<file path="src/rtl/alu_writeback.sv">
// alu_writeback: buffers registered ALU results in a small FIFO and retires
// them in order, either as register-file writes (ready handshake) or as
// resolved branches. Retirement updates the architectural Z/N/V flags.
//
// Optional feature macro: ALU_WB_OVF_TRAP_EN
//   defined   -> a write-kind result with overflow is dropped and raises a
//                sticky trap that blocks the pipe until trap_clr.
//   undefined -> overflow only sets flag_v; trap is tied low.
//
// Ports:
//   clk, rst_n          clock, synchronous active-low reset
//   in_valid/in_ready   ALU result handshake (in_data, in_ovf, in_rd, in_kind)
//   wr_en/wr_ready      register-file write handshake (wr_addr, wr_data)
//   br_valid, br_taken  branch resolution of the head entry
//   flag_z/n/v          flags of the last retired entry
//   trap, trap_clr      sticky overflow trap and its clear
module alu_writeback #(
  parameter int DATA_W = 32,
  parameter int ADDR_W = 5,
  parameter int DEPTH  = 2
) (
  input  logic              clk,
  input  logic              rst_n,
  input  logic              in_valid,
  output logic              in_ready,
  input  logic [DATA_W-1:0] in_data,
  input  logic              in_ovf,
  input  logic [ADDR_W-1:0] in_rd,
  input  logic [1:0]        in_kind,
  output logic              wr_en,
  input  logic              wr_ready,
  output logic [ADDR_W-1:0] wr_addr,
  output logic [DATA_W-1:0] wr_data,
  output logic              br_valid,
  output logic              br_taken,
  output logic              flag_z,
  output logic              flag_n,
  output logic              flag_v,
  output logic              trap,
  input  logic              trap_clr
);

  localparam int PTR_W = (DEPTH > 1) ? $clog2(DEPTH) : 1;
  localparam int CNT_W = $clog2(DEPTH + 1);

  localparam logic [1:0] KIND_WR  = 2'b00;
  localparam logic [1:0] KIND_BZ  = 2'b01;
  localparam logic [1:0] KIND_BNZ = 2'b10;
  localparam logic [1:0] KIND_BN  = 2'b11;

  logic [DATA_W-1:0] mem_data [DEPTH];
  logic              mem_ovf  [DEPTH];
  logic [ADDR_W-1:0] mem_rd   [DEPTH];
  logic [1:0]        mem_kind [DEPTH];

  logic [PTR_W-1:0] wr_ptr;
  logic [PTR_W-1:0] rd_ptr;
  logic [CNT_W-1:0] count;
  logic             trap_q;

  logic              head_valid;
  logic [DATA_W-1:0] head_data;
  logic              head_ovf;
  logic [ADDR_W-1:0] head_rd;
  logic [1:0]        head_kind;
  logic              head_z;
  logic              head_n;
  logic              head_is_wr;
  logic              trap_hit;
  logic              push;
  logic              retire;

  assign head_data  = mem_data[rd_ptr];
  assign head_ovf   = mem_ovf[rd_ptr];
  assign head_rd    = mem_rd[rd_ptr];
  assign head_kind  = mem_kind[rd_ptr];
  assign head_z     = (head_data == '0);
  assign head_n     = head_data[DATA_W-1];
  assign head_is_wr = (head_kind == KIND_WR);

`ifdef ALU_WB_OVF_TRAP_EN
  // A pending trap freezes both ends of the FIFO until software clears it.
  assign head_valid = (count != '0) && !trap_q;
  assign in_ready   = (count != CNT_W'(DEPTH)) && !trap_q;
  assign trap_hit   = head_valid && head_is_wr && head_ovf;
  assign trap       = trap_q;
`else
  logic unused_trap_clr;
  assign unused_trap_clr = trap_clr;
  assign head_valid = (count != '0);
  assign in_ready   = (count != CNT_W'(DEPTH));
  assign trap_hit   = 1'b0;
  assign trap       = 1'b0;
`endif

  assign push = in_valid && in_ready;

  // rd=0 writes and trapped overflow writes are dropped but still retire.
  assign wr_en   = head_valid && head_is_wr && (head_rd != '0) && !trap_hit;
  assign wr_addr = head_rd;
  assign wr_data = head_data;
  assign retire  = head_valid && (!head_is_wr || !wr_en || wr_ready);

  assign br_valid = head_valid && !head_is_wr;

  always_comb begin
    br_taken = 1'b0;
    if (br_valid) begin
      case (head_kind)
        KIND_BZ:  br_taken = head_z;
        KIND_BNZ: br_taken = !head_z;
        KIND_BN:  br_taken = head_n;
        default:  br_taken = 1'b0;
      endcase
    end
  end

  // Payload storage needs no reset: entries are only visible through count.
  always_ff @(posedge clk) begin
    if (push) begin
      mem_data[wr_ptr] <= in_data;
      mem_ovf[wr_ptr]  <= in_ovf;
      mem_rd[wr_ptr]   <= in_rd;
      mem_kind[wr_ptr] <= in_kind;
    end
  end

  always_ff @(posedge clk) begin
    if (!rst_n) begin
      wr_ptr <= '0;
      rd_ptr <= '0;
      count  <= '0;
      flag_z <= 1'b0;
      flag_n <= 1'b0;
      flag_v <= 1'b0;
      trap_q <= 1'b0;
    end else begin
      if (push)   wr_ptr <= wr_ptr + PTR_W'(1);
      if (retire) rd_ptr <= rd_ptr + PTR_W'(1);
      case ({push, retire})
        2'b10:   count <= count + CNT_W'(1);
        2'b01:   count <= count - CNT_W'(1);
        default: count <= count;
      endcase
      if (retire) begin
        flag_z <= head_z;
        flag_n <= head_n;
        flag_v <= head_ovf;
      end
      // Clear wins over a same-cycle set.
      if (trap_clr)      trap_q <= 1'b0;
      else if (trap_hit) trap_q <= 1'b1;
    end
  end

endmodule

</file>
<file path="config.mk">
export PLATFORM = sky130hd
export DESIGN_NAME = alu_writeback
export DESIGN_NICKNAME = d
export VERILOG_FILES = /design/src/rtl/alu_writeback.sv
export SDC_FILE = /design/constraint.sdc
export NUM_CORES = 1
export LEC_CHECK = 0
export BUFFER_PORTS_ARGS = -buffer_cell sky130_fd_sc_hd__buf_4
export CAP_MARGIN = 10
export CORE_MARGIN = 2
export CORE_UTILIZATION = 52
export DETAILED_ROUTE_END_ITERATION = 12
export PLACE_DENSITY = 0.79
export SYNTH_ARGS = -nofsm -noshare
export SYNTH_HDL_FRONTEND = slang
export SYNTH_SLANG_ARGS = --single-unit
</file>
<file path="constraint.sdc">
create_clock -name clk -period 3.2 [get_ports clk]
set_input_delay 0.32 -clock clk [delete_from_list [all_inputs] [get_ports clk]]
set_output_delay 0.32 -clock clk [all_outputs]
set_load 0.03 [all_outputs]
</file>
==> metrics.md <==
| Metric | Value |
|---|---|
| Total track usage | `18.5%` |
| H-tree depth | `3` |
| Hold_buf cts | `0` |
| Die Ht | `85.4 um` |
| Worst-Skew Late Latency | `roughly 0.35 ns` |
| CTS Buf Count | `9` |
| Starting Density | `54.0%` |
| Final hold viol count | `0` |
| Final Skew | `0.0104 ns` |
| Xor and xnor area share after synthesis | `1.02%` |
| Routed len/inst | `17.1 um` |
| Post-DRT Antenna Nets | `0` |
| Drt pass-1 iters | `4` |
| DR vias/cell | `5.43` |
| Antenna cells | `0` |
| Full die area | `0.00729 mm^2` |
| Simple-gate share of the synthesized area | `under 10%` |
| Warning count from the yosys run | `0` |
| Core Area | `0.00639 mm^2` |
| Startpoint Class | `flip-flop` |
| Total Wirelength | `6.45 mm` |
| Register area | `0.00256 mm^2` |
| CP Max Fanout | `31` |
| Fin crit share | `83.1%` |
| Number of global-route vias before repair | `2075` |
| Hold Path Class | `in2reg` |
| Post-cts repair resize count | `0` |
| Worst slew pin tran | `0.975 ns` |
| Layout cells sized above 1 | `48.3%` |
| Clock transition at the registers of the reported paths | `0.09 ns` |
| Routed vias | `2047` |
| Sequential element share of the synthesized area | `74.4%` |
| Fin util | `approximately 70%` |
| # setup viols final | `0` |
| Largest family of logic cells by synthesized area | `multiplexers` |
| Clk sink count | `88` |
| Commonest non-fill, non-tap cell in the layout | `buf_4` |
| RePlAce Congestion | `0.786` |
| Status | `completed` |
| Syn Inst Count | `201` |
| Synth Area in Compound Gates | `under 10%` |
| Drt drc | `0` |
| Slew Limit Fails | `0` |
| Root Buffer | `clkbuf_8` |
| Critical Path RT | `2.88 ns` |
| Most frequent cells in the layout | `buf_4 (88), edfxtp_1 (80), mux2_2 (38)` |
| Crit path time final | `2.66 ns` |
| Initial antenna violation count | `0` |
| Worst vdd ir | `0.482 mV` |
| CTS tree | `yes` |
| Initial DRC count | `118` |
| Area taken by multi-input logic gates | `858 um^2` |
| Die extent in x | `about 85 um` |
| Layout Cells excl Fill | `377` |
| Area growth syn-to-layout | `27.6%` |
| I/O Pins | `90` |
| Placed Cells | `around 360` |
| Mux share of post-synthesis cell area | `13.6%` |
| Syn_area_per_cell | `17.1 um^2` |
| Post-synth net total | `247` |
| DP HPWL | `4.51 mm` |
| Max_slew headroom | `35.0%` |
| Global route total overflow | `0` |
| Type of element capturing the critical path | `output port` |
| Unrepaired setup endpoints after global routing | `no` |
| Synth Area in Adders | `0.363%` |
| Kind of critical path | `reg2out` |
| Fmax | `approximately 380 MHz` |
| Pin count of the biggest net entering global routing | `just over 40` |
| P per Cell Area | `between 800 and 900 mW/mm^2` |
| Dpl ws | `0.677 ns` |
| Fin Setup TNS | `0 ns` |
| Final #Nets | `341` |
| Hold Crit Start | `in_data[28]` |
| Fillers | `457` |
| #FFs+latches synth | `88` |
| Rows | `29` |
| First-pass GRT wire length | `between 10 and 15 mm` |
| Cell variety after synth | `33` |
| Clock Path Buffers | `2` |
| Setup repair bufs after CTS | `0` |
| Mapped Area | `0.00345 mm^2` |
| Port Buffer Count | `87` |
| Max Cap Viol | `0` |
| Arr. time, crit path | `between 2 and 2.5 ns` |
| Leakage | `1.60 nW` |
| PnR worst setup slack | `0.541 ns` |
[sequential cells by signal, indices dropped and copies added (netlist names), named ones only]
register and cells:
mem_data 64, mem_rd 10, mem_kind 4, count 2, mem_ovf 2, flag_n 1, flag_v 1, flag_z 1
rd_ptr 1, wr_ptr 1
[area by class of cell]
cell class | instances | area share (%)
clock buffers | 9 | 2.82
clock inverters | 7 | 1.59
inverters | 1 | 0.0854
multi-input cells | 106 | 19.5
flip-flops and latches | 88 | 58.3
well taps | 77 | 2.19
repair buffers | 89 | 15.5
[worst paths after layout]
path	endpoint	slack, ns	cells past startpoint
max	br_taken	0.54	7
min	mem_data[1][28]	0.15	1
max reg2reg	count[1]	0.66	6
min reg2reg	flag_z	0.48	2
[through the flow]
step	hold WS, ns	area [um^2]	total power [mW]
after floorplan	0.419	3450	2.68
after global placement	0.462	4200	3.20
after detailed placement	0.474	4200	3.22
after CTS	0.139	4400	3.96
after global routing	0.138	4400	4.11
final	0.151	4400	3.93
[critical path, stage by stage (launching register included)]
cell	delay (ns)
dfxtp_2	0.59
buf_12	0.26
nor4b_1	0.29
nand4_1	0.14
o22ai_1	0.19
nand3_1	0.14
mux2i_1	0.20
buf_4	0.18
[synthesized netlist by cell type, drive strengths merged]
| cell type | n | area (um^2) |
|---|---|---|
| edfxtp | 80 | 2400 |
| mux2 | 38 | 428 |
| nor2 | 14 | 52.6 |
| nor4 | 11 | 68.8 |
| dfxtp | 8 | 160 |
| buf | 6 | 30.0 |
| nand2 | 5 | 18.8 |
| mux2i | 4 | 40.0 |
| nand3 | 4 | 20.0 |
| nor3 | 4 | 20.0 |
| a21oi | 3 | 26.3 |
| nand4 | 2 | 12.5 |
| o22ai | 2 | 12.5 |
| or3 | 2 | 12.5 |
| xnor2 | 2 | 17.5 |
| xor2 | 2 | 17.5 |
| a211oi | 1 | 7.51 |
| and3 | 1 | 6.26 |
| conb | 1 | 3.75 |
| ha | 1 | 12.5 |
| inv | 1 | 3.75 |
| nand2b | 1 | 6.26 |
| nor3b | 1 | 7.51 |
| nor4b | 1 | 8.76 |
| o21ai | 1 | 5.00 |
| o221ai | 1 | 8.76 |
| o32a | 1 | 10.0 |
| o41ai | 1 | 8.76 |
| or4 | 1 | 7.51 |
| or4b | 1 | 10.0 |
[power by group]
part / internal, mW / total, mW / switching [mW]
clock network: 0.361 / 0.746 / 0.385
logic: 0.652 / 1.56 / 0.911
registers: 1.49 / 1.62 / 0.131
[cell families after synthesis]
logic type,after synthesis
other,1
flip-flops,88
AO/OA/AOI/OAI,10
adder cells (fa/ha/maj),1
AND/OR/NAND/NOR,48
multiplexers,42
XOR/XNOR,4
buffers and inverters,7
[metal layers]
| layer | wire length, um | GRT usage, % |
|---|---|---|
| met4 | 117 | 7.36 |
| met2 | 3240 | 30.7 |
| met5 | 0 | 0 |
| met1 | 2740 | 23.3 |
| met3 | 351 | 4.67 |
Power figures use the tool's default switching activity.
